$ cat src/rtl/einstein_mem_arbiter.sv
// rtl/einstein_mem_arbiter.sv - merges download writes and CPU cycles into single-byte SDRAM requests
module einstein_mem_arbiter #(
   parameter int FIFO_DEPTH = 4
) (
   input  logic        clk_sys,
   input  logic        reset_n,
   input  logic        ioctl_download,
   input  logic        ioctl_wr,
   input  logic [14:0] ioctl_addr,
   input  logic [7:0]  ioctl_dout,
   input  logic [15:0] cpu_addr,
   input  logic [7:0]  cpu_din,
   input  logic        cpu_ram_rd,
   input  logic        cpu_ram_wr,
   input  logic        cpu_roma_rd,
   input  logic        cpu_romb_rd,
   output logic [7:0]  cpu_dout,
   output logic        cpu_wait,
   output logic [22:0] sdram_addr,
   output logic [7:0]  sdram_din,
   output logic        sdram_rd,
   output logic        sdram_we,
   input  logic [7:0]  sdram_dout,
   input  logic        sdram_ready,
   output logic        dl_overflow
);
   localparam int          AW    = $clog2(FIFO_DEPTH);
   localparam logic [AW:0] DEPTH = (AW+1)'(FIFO_DEPTH);

   typedef enum logic [1:0] {IDLE, DL_WR, CPU_RD, CPU_WR} state_t;
   state_t state;

   logic [14:0]   fifo_addr [FIFO_DEPTH];
   logic [7:0]    fifo_data [FIFO_DEPTH];
   logic [AW-1:0] wr_ptr, rd_ptr;
   logic [AW:0]   count;
   logic          fifo_empty, fifo_full, push, pop, drop;

   logic          any, any_q, dl_q, capture, direct, take_pend;
   logic          cap_wr;
   logic [22:0]   cap_addr;
   logic          pend_valid, pend_wr;
   logic [22:0]   pend_addr;
   logic [7:0]    pend_din;

   assign fifo_empty = (count == '0);
   assign fifo_full  = (count == DEPTH);
   assign pop        = (state == DL_WR) && sdram_ready;
   assign push       = ioctl_wr && (!fifo_full || pop);
   assign drop       = ioctl_wr && fifo_full && !pop;

   assign any       = cpu_ram_rd | cpu_ram_wr | cpu_roma_rd | cpu_romb_rd;
   assign capture   = any && !any_q && !ioctl_download;
   // A CPU edge bypasses the pending slot only if no download write is queued or arriving now
   assign direct    = capture && (state == IDLE) && fifo_empty && !ioctl_wr && !pend_valid;
   assign take_pend = (state == IDLE) && fifo_empty && pend_valid;

   always_comb begin
      cap_wr   = cpu_ram_wr;
      cap_addr = {9'd0, cpu_addr[13:0]};
      if (cpu_ram_wr || cpu_ram_rd)
         cap_addr = {7'd1, cpu_addr};
      else if (!cpu_roma_rd)
         cap_addr = {8'd0, 1'b1, cpu_addr[13:0]};
   end

   always_ff @(posedge clk_sys) begin
      if (push) begin
         fifo_addr[wr_ptr] <= ioctl_addr;
         fifo_data[wr_ptr] <= ioctl_dout;
      end
   end

   always_ff @(posedge clk_sys or negedge reset_n) begin
      if (!reset_n) begin
         state       <= IDLE;
         wr_ptr      <= '0;
         rd_ptr      <= '0;
         count       <= '0;
         any_q       <= 1'b0;
         dl_q        <= 1'b0;
         dl_overflow <= 1'b0;
         pend_valid  <= 1'b0;
         pend_wr     <= 1'b0;
         pend_addr   <= '0;
         pend_din    <= '0;
         cpu_dout    <= 8'hFF;
         cpu_wait    <= 1'b0;
         sdram_addr  <= '0;
         sdram_din   <= '0;
         sdram_rd    <= 1'b0;
         sdram_we    <= 1'b0;
      end else begin
         any_q <= any;
         dl_q  <= ioctl_download;
         if (push)
            wr_ptr <= wr_ptr + AW'(1);
         if (pop)
            rd_ptr <= rd_ptr + AW'(1);
         count <= count + (AW+1)'(push) - (AW+1)'(pop);

         if (ioctl_download && !dl_q)
            dl_overflow <= drop;
         else if (drop)
            dl_overflow <= 1'b1;

         if (capture && !direct) begin
            pend_valid <= 1'b1;
            pend_wr    <= cap_wr;
            pend_addr  <= cap_addr;
            pend_din   <= cpu_din;
         end else if (take_pend) begin
            pend_valid <= 1'b0;
         end

         case (state)
            IDLE: begin
               if (!fifo_empty) begin
                  state      <= DL_WR;
                  sdram_we   <= 1'b1;
                  sdram_addr <= {8'd0, fifo_addr[rd_ptr]};
                  sdram_din  <= fifo_data[rd_ptr];
               end else if (pend_valid) begin
                  state      <= pend_wr ? CPU_WR : CPU_RD;
                  sdram_rd   <= !pend_wr;
                  sdram_we   <= pend_wr;
                  sdram_addr <= pend_addr;
                  sdram_din  <= pend_wr ? pend_din : 8'h00;
               end else if (direct) begin
                  state      <= cap_wr ? CPU_WR : CPU_RD;
                  sdram_rd   <= !cap_wr;
                  sdram_we   <= cap_wr;
                  sdram_addr <= cap_addr;
                  sdram_din  <= cap_wr ? cpu_din : 8'h00;
               end
            end
            default: begin
               if (sdram_ready) begin
                  state    <= IDLE;
                  sdram_rd <= 1'b0;
                  sdram_we <= 1'b0;
                  if (state == CPU_RD)
                     cpu_dout <= sdram_dout;
                  // A CPU request still queued keeps the CPU stalled
                  if (state != DL_WR && !pend_valid)
                     cpu_wait <= 1'b0;
               end
            end
         endcase

         if (capture)
            cpu_wait <= 1'b1;
      end
   end
endmodule
$ cat config.mk
export PLATFORM = sky130hd
export DESIGN_NAME = einstein_mem_arbiter
export DESIGN_NICKNAME = d
export VERILOG_FILES = /design/src/rtl/einstein_mem_arbiter.sv
export SDC_FILE = /design/constraint.sdc
export NUM_CORES = 1
export LEC_CHECK = 0
export CAP_MARGIN = 30
export CORE_MARGIN = 5
export CORE_UTILIZATION = 50
export DETAILED_ROUTE_END_ITERATION = 6
export GPL_ROUTABILITY_DRIVEN = 0
export GPL_TIMING_DRIVEN = 0
export PLACE_DENSITY = 0.75
export SETUP_SLACK_MARGIN = 0.05
export SLEW_MARGIN = 10
export SYNTH_ARGS = -nofsm -noshare
export SYNTH_HDL_FRONTEND = slang
export SYNTH_SLANG_ARGS = --single-unit
$ cat constraint.sdc
create_clock -name clk_sys -period 6.2 [get_ports clk_sys]
set_input_delay 0.93 -clock clk_sys [delete_from_list [all_inputs] [get_ports clk_sys]]
set_output_delay 0.93 -clock clk_sys [all_outputs]
set_load 0.01 [all_outputs]
## Yosys cells after proc, flatten, opt, wreduce, memory -nomap -nowiden

Memory sizes are Yosys's and may differ from the RTL's.
Index checks and enable logic that the tools add are counted.

- Word-level logic and storage cells: 111
- Bits in writable memories: 92
- Bits in registers: 87
- Memories: 2
- Output and inout port bits: 43
- Memory bits (read-only): 0
- Input port bits: 64
- Latch bits: 0

Memories:

| memory | words | bits a word | rd ports | clocked after Yosys merged registers in | wr ports | RTL line | RTL |
|---|---|---|---|---|---|---|---|
| fifo_addr | 4 | 15 | 1 | 0 | 1 | 33 | `logic [14:0] fifo_addr [FIFO_DEPTH];` |
| fifo_data | 4 | 8 | 1 | 0 | 1 | 34 | `logic [7:0] fifo_data [FIFO_DEPTH];` |

- Multiplexer cells: 36
- Div/mod/pow operators: 0
- Magnitude comparators: 0
- $add $sub $neg: 4
- Reductions and logical operators: 39
- Bitwise operators: 4
- Shift operators: 0
- Equality and inequality tests: 9
- Multipliers: 0

Operator list:

| cell | count |
|---|---|
| two-way mux 23 bit | 4 |
| two-way mux 8 bit | 5 |
| two-way mux 1 bit | 21 |
| logical AND 1 bit | 15 |
| two-way mux 15 bit | 1 |
| zero test 1 bit | 10 |
| two-way mux 2 bit | 5 |
| nonzero test 2 bit | 5 |
| AND reduction 3 bit | 3 |
| adder 2 x 1 -> 2 bit (second input constant) | 2 |
| != test 2 bit (second input constant) | 2 |
| != test 4 bit (second input constant) | 1 |
| AND reduction 2 bit | 2 |
| adder 3 x 1 -> 3 bit | 1 |
| equality test 3 bit (second input constant) | 1 |
| zero test 3 bit | 1 |
| != test 3 x 1 -> 1 bit (second input constant) | 1 |
| != test 3 bit (second input constant) | 1 |
| bitwise OR 1 bit | 3 |
| subtractor 3 x 1 -> 3 bit | 1 |
| equality test 2 x 1 -> 1 bit (second input constant) | 1 |
| equality test 2 bit (second input constant) | 1 |
| zero test 2 bit | 1 |
| logical OR 1 bit | 2 |
| other kinds (2) | 2 |

## Depth between registers and ports, before layout

- Word-level depth: 13
- Gate-level depth with buffers: 9
- Gate-level depth less buffers: 9

## Least setup slack after synthesis

OpenSTA, ideal clock, no wires.

- Kind: input -> register
- Start: in sdram_ready
- End: reg count[2]
- Cell stages on the path: 8
- Slack: 3.555 ns
- Data required time: 6.077 ns
- Arrival: 2.523 ns
- Setup time: 0.123 ns
- Path buffers: 0
- Cell sequence: nand3_1 > a31oi_1 > inv_1 > ha_1 > inv_1 > ha_1 > fa_1 > xnor2_1

- Cells in the longest elaborated chain, start to end: 5

RTL lines:

| element | RTL line | RTL |
|---|---|---|
| start: declaration | 24 | `input logic sdram_ready,` |
| logical AND 1 bit * | 48 | `assign pop = (state == DL_WR) && sdram_ready;` |
| logical OR 1 bit | 49 | `assign push = ioctl_wr && (!fifo_full \|\| pop);` |
| logical AND 1 bit | 49 |  |
| adder 3 x 1 -> 3 bit | 100 | `count <= count + (AW+1)'(push) - (AW+1)'(pop);` |
| subtractor 3 x 1 -> 3 bit * | 100 |  |
| end signal: assignment | 100 |  |
| end: declaration | 36 | `logic [AW:0] count;` |

Mark *: on every way between the ends. The rest lies on a longest branch, timed or not.
A chain may end at the register's enable or synchronous reset.

## Worst setup path in the final report

- Start: in sdram_ready
- End: mem fifo_addr[2][10], enable pin

- Cells in the longest elaborated chain, start to end: 5

RTL lines:

| element | RTL line | RTL |
|---|---|---|
| logical AND 1 bit | 48 |  |
| logical OR 1 bit | 49 |  |
| logical AND 1 bit | 49 |  |
| two-way mux 1 bit | 68 | `if (push) begin` |
| two-way mux 1 bit (implied by the code) | 69 | `fifo_addr[wr_ptr] <= ioctl_addr;` |
| end: declaration | 33 |  |

Every way passes these cells.

==> results.json <==
{
  "final-setup-viol-count": 0,
  "final_area_sq_um": 8770,
  "postCtsHoldBufs": 0,
  "finalHoldViolCount": 0,
  "yosys.area.top_type": "edfxtp_1",
  "numCtsBuffers": 17,
  "powerDensity_nw_per_um2": 477,
  "clk_root_buffer_cell": "clkbuf_16",
  "critPathCapture": "fifo_addr[2][10]",
  "slew_viol_final": 0,
  "synth_commonest_cells": "edfxtp_1 (92), dfrtp_1 (66), mux2_2 (57)",
  "ff2ff_setup_slack_ns": 3.63,
  "synthTopCellsByArea": "edfxtp_1 (40%), dfrtp_1 (24%), mux2_2 (9.3%)",
  "die-area_sq_um": 16200,
  "ys_types": 37,
  "whs_ns": 0.452,
  "reg2reg_depth": 5,
  "initial_utilization_pct": 51.6,
  "vias_per_cell": 5.31,
  "grt_setup_unrepaired": "false",
  "grt_pass1_wl_um": 22500,
  "place_area_sq_um": 8200,
  "die_height_um": 127,
  "drv_cap": 0,
  "yosysTopAreaCellShare_pct": 40.1,
  "clk_latency_ns": 0.42,
  "cp_max_fo": 13,
  "core_area_sq_um": 13300,
  "dp_hpwl_um": 10300,
  "crit_required_ns": 6.33,
  "min-delay-path-class": "primary input to async pin",
  "endpoint_kind": "flop",
  "synth-async-reset-ratio_pct": 44.6,
  "syn_to_final_growth_pct": 27.4,
  "drc": 0,
  "ys_seq_area_share_pct": 67.2,
  "clkSlewWorstSetupHoldPaths_ns": 0.06,
  "cp-start-kind": "primary input",
  "cts.sinks": 166,
  "tns_ns": 0,
  "first_pass_iters": 4,
  "outcome": "finished clean",
  "fmax_mhz": 315,
  "crit_start": "sdram_ready",
  "relSlewSlack_pct": 48.1,
  "crit_slowest_cell": "and2_1",
  "syn_inst": 420,
  "wire_per_inst_um": 18.9,
  "leakagePower_nw": 3.40,
  "ys_warn_count": 0,
  "grt_antenna_before_repair": 0,
  "r2r_start": "state[1]",
  "drive_above_1_share_pct": 26.2,
  "cts_tree": "yes",
  "crit_path_cell_trace": "clkdlybuf4s50_1 -> nand3_1 -> a31oi_1 -> and2_1 -> buf_8",
  "ioPinCount": 107,
  "yosysMostFrequentCell": "edfxtp_1",
  "die_w_um": 127,
  "portBuffers": 100,
  "htree_levels": 4,
  "detail-route-antenna-nets": 0,
  "rr_endpoint": "fifo_addr[2][10]",
  "skew_ns": 0.00586,
  "wl_um": 13900,
  "critical_path_class": "primary input to flop",
  "finalCriticalPeriod_ns": 3.18,
  "grt_pass1_vias": 4165,
  "postCtsSetupRepairBufs": 0,
  "synth_flop_cell": "edfxtp_1",
  "cts-resized-gates": 0,
  "syn_avg_cell_area_sq_um": 16.4,
  "fin_nets": 620,
  "antenna_cells": 0,
  "drt_iter0_markers": 307,
  "clockBufferDepth": 2,
  "fin_util_pct": 65.7,
  "synthesis.area_sq_um": 6880,
  "final.period_utilization_pct": 51.3,
  "overflow": 0,
  "worstMarginPinSlew_ns": 0.778,
  "arrival_ns": 3.31,
  "num_rows": 42,
  "vias": 3920,
  "filler_cell_count": 937,
  "grtUsageTotal_pct": 18.2,
  "synth-seq-cells": 166,
  "grt_max_degree": 44,
  "max_stage_delay_ns": 0.74,
  "vdd_drop_max_mv": 0.210,
  "synth_edf_count": 92
}
-- per-stage QoR --
stage	std cells	setup slack, ns	power, mW
after global routing	738	2.79	4.42
after floorplan	425	3.55	2.60
final	738	3.02	4.18
after CTS	738	3.02	4.23
after global placement	701	1.73	3.13
after detailed placement	706	2.59	3.22
-- final cells by class --
class / count / area [sq um] / share of cell area (%)
Buffer: 29 / 163 / 1.86
Multi-Input combinational cell: 215 / 2060 / 23.5
Clock inverter: 15 / 143 / 1.63
Sequential cell: 166 / 4620 / 52.7
Tap cell: 176 / 220 / 2.51
Clock buffer: 17 / 425 / 4.85
Timing Repair Buffer: 105 / 1080 / 12.3
Inverter: 15 / 56.3 / 0.642
-- cell usage in the layout, fill, tap and decap left out, types with 2 or more instances in the layout --
master	n
nand2_1	31
o21ai_0	29
dfstp_2	8
inv_1	15
buf_4	9
clkdlybuf4s50_1	99
mux2_2	57
buf_1	4
clkinv_4	3
o31ai_4	2
inv_6	8
clkbuf_1	8
mux4_2	23
nor2_1	4
dfrtp_1	66
a32oi_1	8
nor3_1	3
buf_2	7
nand3_1	4
ha_1	6
conb_1	6
edfxtp_1	92
buf_8	4
clkbuf_16	17
nor4_2	2
mux2i_1	18
buf_6	2
a21oi_1	2
and2_1	4
xnor2_1	4
-- logic make-up (layout without fill, tap and decap cells) --
logic type                 count (synthesis)  count (layout)  share of synthesized area [%]
AOI/OAI and AO/OA                         46              46                           4.40
xor gates and xnor gates                   5               5                          0.636
DFF                                      166             166                           67.2
and+or+nand+nor                           52              52                           3.51
buffers and inverters                     44             181                           3.18
muxes                                     99              99                           19.6
other                                      1               6                         0.0545
adders and majority gates                  7               7                           1.38
-- power breakdown --
part	switching (mW)	internal, mW
logic	0.721	0.799
clock network	0.437	0.562
registers	0.141	1.52
-- per-layer routing --
| layer | wire length [um] | global-route usage, % | vias to the layer above |
|---|---|---|---|
| met5 | 0 | 0 | - |
| met4 | 267 | 6.75 | 0 |
| met3 | 864 | 4.92 | 21 |
| met2 | 6830 | 28.8 | 118 |
| met1 | 5990 | 24.3 | 1965 |
| li1 | - | - | 1816 |
-- sequential cells by signal (all words and copies together), names as in the netlist, 2 cells and up --
signal      count
pend_din        8
fifo_data      32
state           2
cpu_dout        8
fifo_addr      60
sdram_din       8
rd_ptr          2
sdram_addr     17
count           3
wr_ptr          2
pend_addr      17
-- worst min-delay path by stage --
stage,to,slack (ns),cells after the start
final,pend_din[3],0.45,1
after global routing,pend_din[3],0.47,1
after CTS,pend_din[3],0.44,1
after detailed placement,dl_overflow,0.48,2
after global placement,dl_overflow,0.48,2
after floorplan,dl_overflow,0.44,2
-- worst max-delay path: cells and delay by family --
kind	cells	cell delay, ns
buf+inv	2	0.79
compound gates	1	0.63
simple gates	2	0.95
Note: power is estimated with default switching activity, not from simulation.
